**src/rtl/sram_arbiter.sv**
```systemverilog
// Two-port round-robin arbiter for an asynchronous 16-bit SRAM.
// Each access runs IDLE -> SETUP -> STROBE (WAIT_CYCLES) -> FINISH, and every output is registered.
`timescale 1ns/1ps
module sram_arbiter #(
    parameter int unsigned WAIT_CYCLES = 2
) (
    input  logic        clk,
    input  logic        rst,
    input  logic        p0_req,
    input  logic        p1_req,
    input  logic        p0_we,
    input  logic        p1_we,
    input  logic [18:0] p0_addr,
    input  logic [18:0] p1_addr,
    input  logic [15:0] p0_wdata,
    input  logic [15:0] p1_wdata,
    output logic        p0_ack,
    output logic        p1_ack,
    output logic [15:0] p0_rdata,
    output logic [15:0] p1_rdata,
    output logic [18:0] ADR,
    output logic [15:0] DAT_OUT,
    output logic        DAT_OE,
    input  logic [15:0] DAT_IN,
    output logic        RAMCS,
    output logic        RAMOE,
    output logic        RAMWE
);
    localparam int unsigned ADDR_W = 19;
    localparam int unsigned DATA_W = 16;
    localparam int unsigned CNT_W  = 4;
    localparam logic [CNT_W-1:0] CNT_LOAD = CNT_W'(WAIT_CYCLES - 1);

    typedef enum logic [1:0] {IDLE, SETUP, STROBE, FINISH} state_t;

    state_t            state;
    state_t            state_nxt;
    logic [CNT_W-1:0]  cnt;
    logic              last_grant;
    logic              we_q;
    logic [DATA_W-1:0] rdata;

    logic              any_req;
    logic              sel;
    logic              sel_we;
    logic [ADDR_W-1:0] sel_addr;
    logic [DATA_W-1:0] sel_wdata;
    logic              acc_we;
    logic              cs_nxt;
    logic              oe_nxt;
    logic              we_nxt;
    logic              doe_nxt;
    logic              ack0_nxt;
    logic              ack1_nxt;

    // Round-robin pick: on contention the port not granted last time wins.
    assign any_req   = p0_req | p1_req;
    assign sel       = (p0_req & p1_req) ? ~last_grant : p1_req;
    assign sel_we    = sel ? p1_we    : p0_we;
    assign sel_addr  = sel ? p1_addr  : p0_addr;
    assign sel_wdata = sel ? p1_wdata : p0_wdata;
    assign acc_we    = (state == IDLE) ? sel_we : we_q;

    assign p0_rdata = rdata;
    assign p1_rdata = rdata;

    always_ff @(posedge clk or posedge rst) begin
        if (rst) begin
            state <= IDLE;
        end else begin
            state <= state_nxt;
        end
    end

    always_comb begin
        state_nxt = state;
        case (state)
            IDLE:    if (any_req) state_nxt = SETUP;
            SETUP:   state_nxt = STROBE;
            STROBE:  if (cnt == '0) state_nxt = FINISH;
            FINISH:  state_nxt = IDLE;
            default: state_nxt = IDLE;
        endcase
    end

    // Strobe values for the upcoming cycle, so the registered pins line up with the state.
    always_comb begin
        cs_nxt   = 1'b1;
        oe_nxt   = 1'b1;
        we_nxt   = 1'b1;
        doe_nxt  = 1'b0;
        ack0_nxt = 1'b0;
        ack1_nxt = 1'b0;
        case (state_nxt)
            SETUP: begin
                cs_nxt  = 1'b0;
                oe_nxt  = acc_we;
                doe_nxt = acc_we;
            end
            STROBE: begin
                cs_nxt  = 1'b0;
                oe_nxt  = acc_we;
                we_nxt  = ~acc_we;
                doe_nxt = acc_we;
            end
            FINISH: begin
                cs_nxt   = 1'b0;
                doe_nxt  = acc_we;
                ack0_nxt = ~last_grant;
                ack1_nxt = last_grant;
            end
            default: ;
        endcase
    end

    always_ff @(posedge clk or posedge rst) begin
        if (rst) begin
            RAMCS      <= 1'b1;
            RAMOE      <= 1'b1;
            RAMWE      <= 1'b1;
            DAT_OE     <= 1'b0;
            p0_ack     <= 1'b0;
            p1_ack     <= 1'b0;
            ADR        <= '0;
            DAT_OUT    <= '0;
            rdata      <= '0;
            cnt        <= '0;
            last_grant <= 1'b1;
            we_q       <= 1'b0;
        end else begin
            RAMCS  <= cs_nxt;
            RAMOE  <= oe_nxt;
            RAMWE  <= we_nxt;
            DAT_OE <= doe_nxt;
            p0_ack <= ack0_nxt;
            p1_ack <= ack1_nxt;
            if (state == IDLE && any_req) begin
                last_grant <= sel;
                we_q       <= sel_we;
                ADR        <= sel_addr;
                DAT_OUT    <= sel_wdata;
            end
            if (state == SETUP) begin
                cnt <= CNT_LOAD;
            end else if (state == STROBE && cnt != '0) begin
                cnt <= cnt - CNT_W'(1);
            end
            // Read data is sampled on the edge that closes the final strobe cycle.
            if (state == STROBE && cnt == '0 && !we_q) begin
                rdata <= DAT_IN;
            end
        end
    end
endmodule

```
**config.mk**
```make
export PLATFORM = sky130hd
export DESIGN_NAME = sram_arbiter
export DESIGN_NICKNAME = d
export VERILOG_FILES = /design/src/rtl/sram_arbiter.sv
export SDC_FILE = /design/constraint.sdc
export NUM_CORES = 1
export LEC_CHECK = 0
export CORE_ASPECT_RATIO = 1.25
export CORE_MARGIN = 2
export CORE_UTILIZATION = 43
export DETAILED_ROUTE_END_ITERATION = 12
export GPL_ROUTABILITY_DRIVEN = 0
export PLACE_DENSITY = 0.95
export SLEW_MARGIN = 20
export SYNTH_ARGS = -nofsm -noshare
export SYNTH_HDL_FRONTEND = slang
export SYNTH_SLANG_ARGS = --single-unit
```
**constraint.sdc**
```tcl
create_clock -name clk -period 2.86 [get_ports clk]
set_input_delay 0.429 -clock clk [delete_from_list [all_inputs] [get_ports clk]]
set_output_delay 0.429 -clock clk [all_outputs]
set_load 0.02 [all_outputs]
```
; Word-level counts from Yosys, hierarchy flattened
; Cells that the tools add are included.
[word_totals]
rom_bits = 0
n_memories = 0
ramBits = 0
latch_bits = 0
in_bits = 92
regBits = 65
wordCells = 51
[op_classes]
add_sub_neg = 1
n_bitwise = 4
div = 0
shifts = 0
mux = 16
n_eq_ne = 6
order_cmp = 0
multipliers = 0
n_reduce_logical = 11
[ops]
columns = op, n
row1 = two-way mux 19 bit, 1
row2 = two-way mux 16 bit, 1
row3 = two-way mux 1 bit, 9
row4 = == test 2 bit (second input constant), 4
row5 = two-way mux 4 bit, 2
row6 = one-hot mux 2 bit (4 select lines), 1
row7 = == test 2 x 1 -> 1 bit (second input constant), 2
row8 = logical AND 1 bit, 4
row9 = logical NOT 4 bit, 1
row10 = two-way mux 2 bit, 2
row11 = nonzero test 4 bit, 1
row12 = subtractor 4 x 1 -> 4 bit (second input constant), 1
row13 = OR reduction 3 bit, 1
row14 = logical NOT 2 bit, 1
row15 = NOT 1 bit, 2
row16 = nonzero test 2 bit, 1
row17 = OR reduction 2 bit, 1
row18 = bitwise AND 1 bit, 1
row19 = logical NOT 1 bit, 1
row20 = OR 1 bit, 1

; Depth between registers and ports, before layout
[logic_depth]
depth_word = 6
ltp_mapped = 7

; Worst setup path after synthesis
; OpenSTA, ideal clock, no wires.
[synth_path]
path_type = register -> register
from = register cnt[0]
to = register RAMWE
arrival_ps = 1717
n_path_buf = 0
stages_incl_launch_ff = 8
setup_ps = 88
path_slack_ps = 1054
period_less_slack_ps = 1806
cell_sequence = dfrtp_1 -> inv_1 -> ha_1 -> nor3b_4 -> nor2b_1 -> o32ai_1 -> ha_1 -> or3b_1
[synth_via]
elab_chain_cells = 5
[synth_rtl]
columns = element, line
row1 = start: declaration, 38  ; logic [CNT_W-1:0] cnt;
row2 = start signal: assignment, 146  ; cnt <= cnt - CNT_W'(1);
row3 = logical NOT 4 bit, 80  ; STROBE: if (cnt == '0) state_nxt = FINISH;
row4 = two-way mux 2 bit, 80
row5 = one-hot mux 2 bit (4 select lines), 77  ; case (state)
row6 = == test 2 bit, 94  ; case (state_nxt)
row7 = two-way mux 1 bit, 94
row8 = named net we_nxt, 51  ; logic we_nxt;
row9 = end signal: assignment, 133  ; RAMWE <= we_nxt;
row10 = end: declaration, 27  ; output logic RAMWE
; The timed path passes the listed nets, and every way through them passes these cells.
; A chain may end at the register's enable or synchronous reset.

; Worst setup path after layout
; Same ends and word-level chain as after synthesis.

==> run metrics <==
number of antenna cells inserted 0; Area growth, synth to finish 57.4%; number of gates given a new drive strength after cts 0; time the worst path needs with I/O delays and setup 2.03 ns; Post-CTS Hold Fix Bufs 0; overall global routing resource usage 20.8%; cell at the root of the clock tree clkbuf_8; required time of the critical path 3.10 ns; Clock transition at path regs 0.08 ns; critical path's top delay family simple AND/OR/NAND/NOR gates; CP Data Arrival Time 2.27 ns; post-synthesis compound-gate area fraction 9.34%; placed wire-length estimate after detailed placement 6200 um; worst setup timing slack at the placement stage 0.538 ns; Starting DRT DRC Count a little under 90; instance area at placement around 4700 um2; number of buffer and inverter stages on the critical path 1; Mapped Area about 3100 um2; Peak supply drop 0.758 mV; element type at the critical path start flip-flop; post-synthesis mux area share a little under a fifth; Die Y slightly below 100 um; worst path setup slack after routing 0.831 ns; fin area 4910 um2; Congestion Overflow GR 0; largest net degree at the start of global routing 73; area share of and/or/nand/nor cells after synthesis 8.26%; gate count after technology mapping around 270; number of H-tree levels 3; TritonCTS Buffers 9; unrepaired setup endpoints after global routing no; highest cell delay on the worst timing path 0.42 ns; fin. max-slew vios 0; Cell Rows 34; wirelength, routed 8020 um; via count of the first global-routing pass 2650; clock tree from TritonCTS done; layout cells sized above 1 10.8%; total of max-cap violations 0; layout net count 520; Synth Register Bits 65; maximum operating frequency 493 MHz; total clock sinks 65; maximum clock insertion buffer count 2; final hold vios 0; syn_nets 369; cell with the most instances on the worst path ha_1; Unique masters post-synth 32; critical path's slowest cell o32ai_1; final setup vio count 0; post-CTS setup-driven buffer insertion count 0; accumulated negative setup slack 0 ns; most common library cell in the layout ignoring fill and taps clkdlybuf4s50_1; crit end category flip-flop; status finished clean; total core area between 7000 and 8000 um2; Die ar. 7960 um2; routed wirelength normalized by instance count 15.6 um; via count normalized by instance count 4.93; mean area per synthesized cell 11.6 um2; Tightest Pin Transition just under 0.6 ns; first-pass GRT wire length 12700 um; dominant combinational cell family by area after synthesis multiplexers; Syn. warnings 0; clock insertion delay at the later pin of the skew report 0.33 ns; period utilisation layout 71.0%; antenna viol nets, final 0; xor and xnor area share after synthesis 0%; worst min path class in2async; Leakage ~0.0022 uW; Slew Limit Headroom 60.7%; fill cell count 518; top-level I/O count 165; DRT Pass-1 Iters 4; post-route clock skew between 0.01 and 0.015 ns; power density normalized to cell area 1100 nW/um2; Worst Setup Path Type reg2reg; antenna violations before repair 0; maximum fanout along the worst path 4; Die Span X 80.2 um; initial cell density of the core 44.5%; drt drc 0; total of buffers placed on input and output ports 164; Via Count roughly 2500; adder and majority cell fraction of the synthesized area 3.61%; Critical Path, Cell by Cell inv_1 > ha_1 > nor3b_4 > nor2b_1 > o32ai_1 > ha_1 > or3b_1; sequential area share after synthesis 52.3%; most used cells in the layout excluding fill and tap cells clkdlybuf4s50_1, dfrtp_1, nand2_1
[final timing paths]
kind	start	endpoint	slack (ns)	depth (start not counted)
max	cnt[0]	RAMWE	0.83	7
min	rst	p0_rdata[7]	0.41	2
max reg2reg	cnt[0]	RAMWE	0.83	7
min reg2reg	DAT_OUT[10]	DAT_OUT[10]	0.48	2
max in group asynchronous	rst	last_grant	1.74	3
min in group clk	DAT_OUT[10]	DAT_OUT[10]	0.48	2
[power breakdown]
| part | internal (uW) | switching, uW |
|---|---|---|
| Combinational | 1470 | 1510 |
| Clock | 425 | 338 |
| Sequential | 1390 | 277 |
[synth_stat cells]
cell	number	area, um2
nor3b_4	1	18.8
o32ai_1	1	8.76
a31oi_1	1	6.26
nor2b_1	3	18.8
and2_1	2	12.5
a31o_2	1	8.76
mux2_2	7	78.8
buf_2	2	10.0
or3b_1	1	8.76
dfstp_2	4	105
nand2_1	38	143
mux2_4	10	150
o21bai_1	1	7.51
nor2_1	6	22.5
o21a_1	1	7.51
or3_1	1	6.26
a21bo_1	1	10.0
dfrtp_1	61	1530
o32a_1	1	10.0
clkbuf_1	5	18.8
mux2i_1	36	360
a211oi_1	1	7.51
a21oi_1	3	15.0
buf_6	5	56.3
nor3_1	2	10.0
inv_1	9	33.8
a221oi_2	2	30.0
ha_1	9	113
buf_4	16	120
nand3_4	1	17.5
o21ai_1	1	5.00
o21ai_0	35	175
[metal layers]
layer	wire [um]	vias up	share of wire (%)	track usage [%]
met5	0	-	0	0
met3	466	20	5.8	4.90
met2	4410	104	55	38.3
met1	2900	1206	36	22.4
li1	-	1203	-	-
met4	238	0	3.0	8.74
[kinds of logic (layout without fill, tap and decap cells)]
group,count (synthesis),in the layout
flops,65,65
simple gates,55,55
buf+inv,37,193
fa+ha+maj,9,9
mux,53,53
compound gates,49,49
[registers in the layout, summed over array words and instances, names as in the netlist, 2 cells and up]
register / cells
ADR: 19
p0_rdata: 16
cnt: 4
state: 2
DAT_OUT: 16
[metrics by stage]
stage          hold slack, ns  util (%)  std cells  power, uW
2_1_floorplan           0.498         -        268       3430
3_5_place_dp            0.469      67.3        498       4680
6_report                0.411      70.0        514       5410
3_3_place_gp            0.460      67.3        498       4550
4_1_cts                 0.419      70.0        514       5470
5_1_grt                 0.443      70.0        514       5740
[final cells by class]
cell class	count	area [um2]	share of cell area [%]
multi-input combinational	166	1260	25.7
tap	90	113	2.29
timing repair buffer	168	1680	34.3
sequential	65	1630	33.2
inverter	9	33.8	0.688
clock buffer	13	149	3.03
clock inverter	3	40.0	0.815
(Power assumes the default switching activity.)
